### src/rtl/dmem_pkg.sv
// Shared types and constants for the M-stage data memory and its store buffer.
package dmem_pkg;

  localparam int WORD_W              = 32;
  localparam int DEPTH_WORDS_DEFAULT = 64;
  localparam int SB_DEPTH_DEFAULT    = 4;

  // Entry index field is sized for the largest supported array; narrower indices are zero-extended.
  localparam int SB_IDX_W = 16;

  typedef struct packed {
    logic                valid;
    logic [SB_IDX_W-1:0] idx;
    logic [WORD_W-1:0]   data;
  } sb_entry_t;

endpackage

### src/rtl/store_buffer.sv
// Circular store FIFO with head/tail/count and a youngest-first forwarding lookup.
module store_buffer
  import dmem_pkg::*;
#(
  parameter int SB_DEPTH = SB_DEPTH_DEFAULT,
  parameter int IDX_W    = 6
) (
  input  logic                      clk,
  input  logic                      reset,
  input  logic                      push,
  input  logic [IDX_W-1:0]          push_idx,
  input  logic [WORD_W-1:0]         push_data,
  input  logic                      pop,
  input  logic [IDX_W-1:0]          lookup_idx,
  output logic                      hit,
  output logic [WORD_W-1:0]         hit_data,
  output logic [IDX_W-1:0]          head_idx,
  output logic [WORD_W-1:0]         head_data,
  output logic                      full,
  output logic                      empty,
  output logic [$clog2(SB_DEPTH):0] count
);

  localparam int PTR_W = $clog2(SB_DEPTH);

  sb_entry_t        ent_q [SB_DEPTH];
  sb_entry_t        ent_d [SB_DEPTH];
  logic [PTR_W-1:0] head_q, head_d;
  logic [PTR_W-1:0] tail_q, tail_d;
  logic [PTR_W:0]   count_q, count_d;
  logic             pop_ok, push_ok;
  logic [SB_DEPTH-1:0] match;
  logic [PTR_W-1:0] lk_pos;

  assign full  = (count_q == (PTR_W+1)'(SB_DEPTH));
  assign empty = (count_q == '0);
  assign count = count_q;

  assign pop_ok  = pop && !empty;
  assign push_ok = push && (!full || pop_ok);

  assign head_idx  = ent_q[head_q].idx[IDX_W-1:0];
  assign head_data = ent_q[head_q].data;

  always_comb begin
    ent_d   = ent_q;
    head_d  = head_q;
    tail_d  = tail_q;
    count_d = count_q;
    // Invalidate before writing: when full, push and pop share the same slot.
    if (pop_ok) begin
      ent_d[head_q].valid = 1'b0;
      head_d              = head_q + 1'b1;
    end
    if (push_ok) begin
      ent_d[tail_q].valid = 1'b1;
      ent_d[tail_q].idx   = SB_IDX_W'(push_idx);
      ent_d[tail_q].data  = push_data;
      tail_d              = tail_q + 1'b1;
    end
    if (push_ok && !pop_ok) begin
      count_d = count_q + 1'b1;
    end else if (pop_ok && !push_ok) begin
      count_d = count_q - 1'b1;
    end
  end

  generate
    for (genvar gi = 0; gi < SB_DEPTH; gi++) begin : g_match
      assign match[gi] = ent_q[gi].valid && (ent_q[gi].idx == SB_IDX_W'(lookup_idx));
    end
  endgenerate

  // Walk oldest to youngest so the last hit seen is the youngest store.
  always_comb begin
    hit      = 1'b0;
    hit_data = '0;
    lk_pos   = head_q;
    for (int i = 0; i < SB_DEPTH; i++) begin
      lk_pos = head_q + PTR_W'(i);
      if (match[lk_pos]) begin
        hit      = 1'b1;
        hit_data = ent_q[lk_pos].data;
      end
    end
  end

  always_ff @(posedge clk) begin
    if (reset) begin
      head_q  <= '0;
      tail_q  <= '0;
      count_q <= '0;
      for (int i = 0; i < SB_DEPTH; i++) begin
        ent_q[i] <= '0;
      end
    end else begin
      head_q  <= head_d;
      tail_q  <= tail_d;
      count_q <= count_d;
      ent_q   <= ent_d;
    end
  end

endmodule

### src/rtl/dmem_wbuf.sv
// M-stage data memory: word array, buffered core stores, priority debug write port.
module dmem_wbuf
  import dmem_pkg::*;
#(
  parameter int DEPTH_WORDS = DEPTH_WORDS_DEFAULT,
  parameter int SB_DEPTH    = SB_DEPTH_DEFAULT,
  parameter int IDX_W       = $clog2(DEPTH_WORDS)
) (
  input  logic                      clk,
  input  logic                      reset,
  input  logic [31:0]               ALUOutM,
  input  logic [31:0]               WriteDataM,
  input  logic                      MemWriteM,
  output logic [31:0]               ReadDataM,
  input  logic                      dbg_we,
  input  logic [IDX_W-1:0]          dbg_addr,
  input  logic [31:0]               dbg_wdata,
  output logic [31:0]               dbg_rdata,
  output logic [$clog2(SB_DEPTH):0] sb_count,
  output logic                      sb_empty,
  output logic                      overflow
);

  logic [WORD_W-1:0] mem_q [DEPTH_WORDS];

  logic [IDX_W-1:0]  core_idx;
  logic              unused_addr_bits;
  logic              sb_hit, sb_full, sb_empty_w;
  logic [WORD_W-1:0] sb_hit_data, sb_head_data;
  logic [IDX_W-1:0]  sb_head_idx;
  logic              drain, drop;
  logic              mem_we;
  logic [IDX_W-1:0]  mem_waddr;
  logic [WORD_W-1:0] mem_wdata;
  logic              overflow_q, overflow_d;

  // Byte offset and high address bits do not select a word; the index wraps.
  assign core_idx         = ALUOutM[IDX_W+1:2];
  assign unused_addr_bits = ^{ALUOutM[31:IDX_W+2], ALUOutM[1:0]};

  store_buffer #(
    .SB_DEPTH (SB_DEPTH),
    .IDX_W    (IDX_W)
  ) u_sb (
    .clk        (clk),
    .reset      (reset),
    .push       (MemWriteM && !reset),
    .push_idx   (core_idx),
    .push_data  (WriteDataM),
    .pop        (drain),
    .lookup_idx (core_idx),
    .hit        (sb_hit),
    .hit_data   (sb_hit_data),
    .head_idx   (sb_head_idx),
    .head_data  (sb_head_data),
    .full       (sb_full),
    .empty      (sb_empty_w),
    .count      (sb_count)
  );

  always_comb begin
    drain      = !reset && !dbg_we && !sb_empty_w;
    drop       = !reset && MemWriteM && sb_full && !drain;
    overflow_d = overflow_q || drop;
    // The debug port owns the write port whenever it is active.
    mem_we     = dbg_we || drain;
    mem_waddr  = dbg_we ? dbg_addr : sb_head_idx;
    mem_wdata  = dbg_we ? dbg_wdata : sb_head_data;
  end

  always_ff @(posedge clk) begin
    if (mem_we) begin
      mem_q[mem_waddr] <= mem_wdata;
    end
  end

  always_ff @(posedge clk) begin
    if (reset) begin
      overflow_q <= 1'b0;
    end else begin
      overflow_q <= overflow_d;
    end
  end

  assign ReadDataM = sb_hit ? sb_hit_data : mem_q[core_idx];
  assign dbg_rdata = mem_q[dbg_addr];
  assign sb_empty  = sb_empty_w;
  assign overflow  = overflow_q;

endmodule

### config.mk
export PLATFORM = sky130hd
export DESIGN_NAME = dmem_wbuf
export DESIGN_NICKNAME = d
export VERILOG_FILES = /design/src/rtl/dmem_pkg.sv /design/src/rtl/store_buffer.sv /design/src/rtl/dmem_wbuf.sv
export SDC_FILE = /design/constraint.sdc
export NUM_CORES = 2
export LEC_CHECK = 0
export BUFFER_PORTS_ARGS = -buffer_cell sky130_fd_sc_hd__clkbuf_2
export CORE_MARGIN = 1
export CORE_UTILIZATION = 30
export CTS_CLUSTER_DIAMETER = 80
export DETAILED_ROUTE_END_ITERATION = 8
export PLACE_DENSITY = 0.49
export SYNTH_ARGS = -nofsm -noshare
export SYNTH_HDL_FRONTEND = slang
export SYNTH_SLANG_ARGS = --single-unit
### constraint.sdc
create_clock -name clk -period 4.9 [get_ports clk]
set_input_delay 0.49 -clock clk [delete_from_list [all_inputs] [get_ports clk]]
set_output_delay 0.49 -clock clk [all_outputs]
set_load 0.005 [all_outputs]
==> metrics.cfg <==
[synth]
synth.avg_cell_area_um2 = 18.3
ys_ff_latch = 2212
yosys_warnings = 0
synth-main-ff-cell = edfxtp_1
ys_seq_area_share_pct = 62.0
yosysMostFrequentCell = edfxtp_1
synthArstFlopShare_pct = 0
synth_fp_nets = 5832
synth_area_leaders = edfxtp_1 59%, mux4_2 25%, dfxtp_1 3.1%, mux2i_1 1.9%, nand2_1 1.8%
synth_edf_count = 2048
synth_area_leader_cell = edfxtp_1
synthTopCellsByCount = 2048 x edfxtp_1, 1180 x mux4_2, 511 x nand2_1
ys_types = 67
syn_inst = 5716
synthesis.area_um2 = 105000
netlist.area_leader.share_pct = 58.8

[clocking]
cts_buffers = 246
cts.path.max_buffers = 4
worst_skew_pair.late_latency_ps = 930
cts-root-buf = clkbuf_16
cts_sinks = 2212
cts_tree = done
cts_max_level = 4
path_clk_slew_ps = 60

[timing]
finClkSkew_ps = 61.5
clock.fmax_mhz = 208
hold_slack_ps = 62.2
period_minus_slack_ps = 4810
final-setup-viol-count = 0
relSlewSlack_pct = 17.8
fin_ws_ps = 93.4
tightest_slew_ps = 1230
fin_crit_sh_pct = 98.1
slew_violations = 0
finalHoldViolations = 0
setup_tns_ps = 0

[power]
p_comb_share_pct = 12.2
finalPower_mw = 45.6
powerDensity_nw_per_um2 = 373
power.leakage_nw = 38.1
seqPwrFrac_pct = 47.0
netSwitchingFraction_pct = 25.5
ir_drop_uv = 319
switching_power_mw = 11.6
p_clk_share_pct = 40.8
p_int_mw = 33.9

[routing]
ant_nets = 0
drc = 0
drt-initial-drc-count = 8260
drtPass1Iterations = 6
routed_via_density = 5.89
vias = 64000
wl_per_cell_um = 36.5
totalWireLength_um = 396000

[global_route]
gr-total-overflow = 0
antenna_found_initial = 23
grt_usage_pct = 22.2
grt_pass1_vias = 63800
grt_max_degree = 83
grt_pass1_wl_um = 540000

[layout]
final_core_util_pct = 35.3
seqCellArea_um2 = 64800
syn2layout_area_growth_pct = 16.9
drive_above_1_share_pct = 36.9
fillers = 32300
nNetsFinal = 6189
multi_input_area_um2 = 38700

[setup_path]
cp_slowest_stage_delay_ps = 610
slowest_stage = nor2b_1
critPathArrivalTime_ps = 4320
crit_path_frequent_cell = buf_4
crit_fanout = 24
worstSetupPathType = in2out
end_kind = output port
path_cells = dlygate4sd3_1, buf_4, buf_4, nor2b_1, o221ai_1, o22ai_1, nor3_1, a21oi_1, nor4_1, buf_4, a311o_1, clkbuf_2
start_kind = primary input
required_ps = 4410

[job]
maxCapViolCount = 0

[place]
place_congestion = 0.825
post-place-ws_ps = 247
io_buffers = 148
dp_hpwl_um = 244000

[die]
initial_utilization_pct = 30.2
die_w_um = 592
dieHeight_um = 592
ios = 175
die-area_um2 = 351000
core_area_um2 = 346000
placementRows = 216

[worst_hold_path]
hp-class = in2reg

[status]
status = complete, no violations

==> flip-flops by register name, summed over array words and instances, names as in the netlist <==
signal and cells:
u_sb.tail_q 2, overflow 1, u_sb.ent_q 156, mem_q 2048, u_sb.head_q 2, u_sb.count 3
==> cell families (layout without fill, tap and decap cells) <==
| kind of cell | count (synthesis) | in the layout | share of synthesized area (%) |
|---|---|---|---|
| other | 0 | 10 | 0 |
| and+or+nand+nor | 815 | 815 | 3.21 |
| AOI/OAI and AO/OA | 710 | 710 | 4.39 |
| xor gates and xnor gates | 28 | 28 | 0.235 |
| adders and majority gates | 10 | 10 | 0.127 |
| muxes | 1453 | 1454 | 28.1 |
| DFF | 2212 | 2212 | 62.0 |
| buffers and inverters | 488 | 1041 | 1.96 |
==> cell usage in the layout, fill, tap and decap left out, types with 78 or more instances in the layout <==
cell and instances:
a21oi_1 269, a22oi_1 111, buf_4 318, clkbuf_16 248, clkbuf_2 136, dfxtp_1 162, edfxtp_1 2048, mux2i_1 201
mux4_2 1180, nand2_1 509, nor2_1 97, o21ai_0 78
==> worst max-delay path, delay by kind of cell <==
family	cells	cell delay (ps)
simple gates	3	840
compound gates	4	1240
buf+inv	5	1670
==> metrics by stage <==
step,cell area (um^2),std cells
after floorplan,105000,5716
after CTS,122000,10800
after global routing,122000,10900
after global placement,114000,10400
after detailed placement,114000,10400
final,122000,10900
==> cell type report <==
type	instances	area share, %
well taps	4578	4.68
repair buffers	577	4.13
clock inverters	158	1.27
inverters	19	0.0624
multi-input cells	3017	31.6
flip-flops and latches	2212	53.0
clock buffers	287	5.20
diodes	10	0.0205
==> routing by layer <==
layer / vias up / wire (um) / GRT usage (%)
met3: 648 / 34000 / 4.41
met1: 35200 / 158000 / 29.6
met2: 3196 / 190000 / 36.5
met4: 10 / 13900 / 7.15
li1: 24900 / - / -
met5: - / 68 / 0
==> final timing paths <==
path                            slack, ps  cells after the start      startpoint        endpoint
worst max-delay path                   90                     12      ALUOutM[5]   ReadDataM[28]
worst min-delay path                   60                      3      ALUOutM[6]  u_sb.ent_q[36]
worst max register to register        880                      6  u_sb.head_q[0]    mem_q[56][4]
worst min register to register        460                      2  u_sb.ent_q[97]  u_sb.ent_q[97]
==> repair_timing <==
item	CTS	global route
pin swaps	0	1
hold buffers	42	0
hold endpoints to repair	149	0
setup buffers	0	0
gates resized for setup	2	4
gates cloned	1	0
endpoints found under the setup margin	3	4
==> power by group through the flow <==
stage / Sequential [mW] / Combinational (mW) / Clock [mW]
6_report: 21.4 / 5.57 / 18.6
3_3_place_gp: 21.8 / 5.45 / 0
2_1_floorplan: 21.8 / 3.18 / 0
3_5_place_dp: 21.8 / 5.50 / 0
4_1_cts: 21.4 / 5.56 / 18.9
5_1_grt: 21.4 / 5.82 / 19.5
No activity file was read; power rests on OpenSTA's default activity.
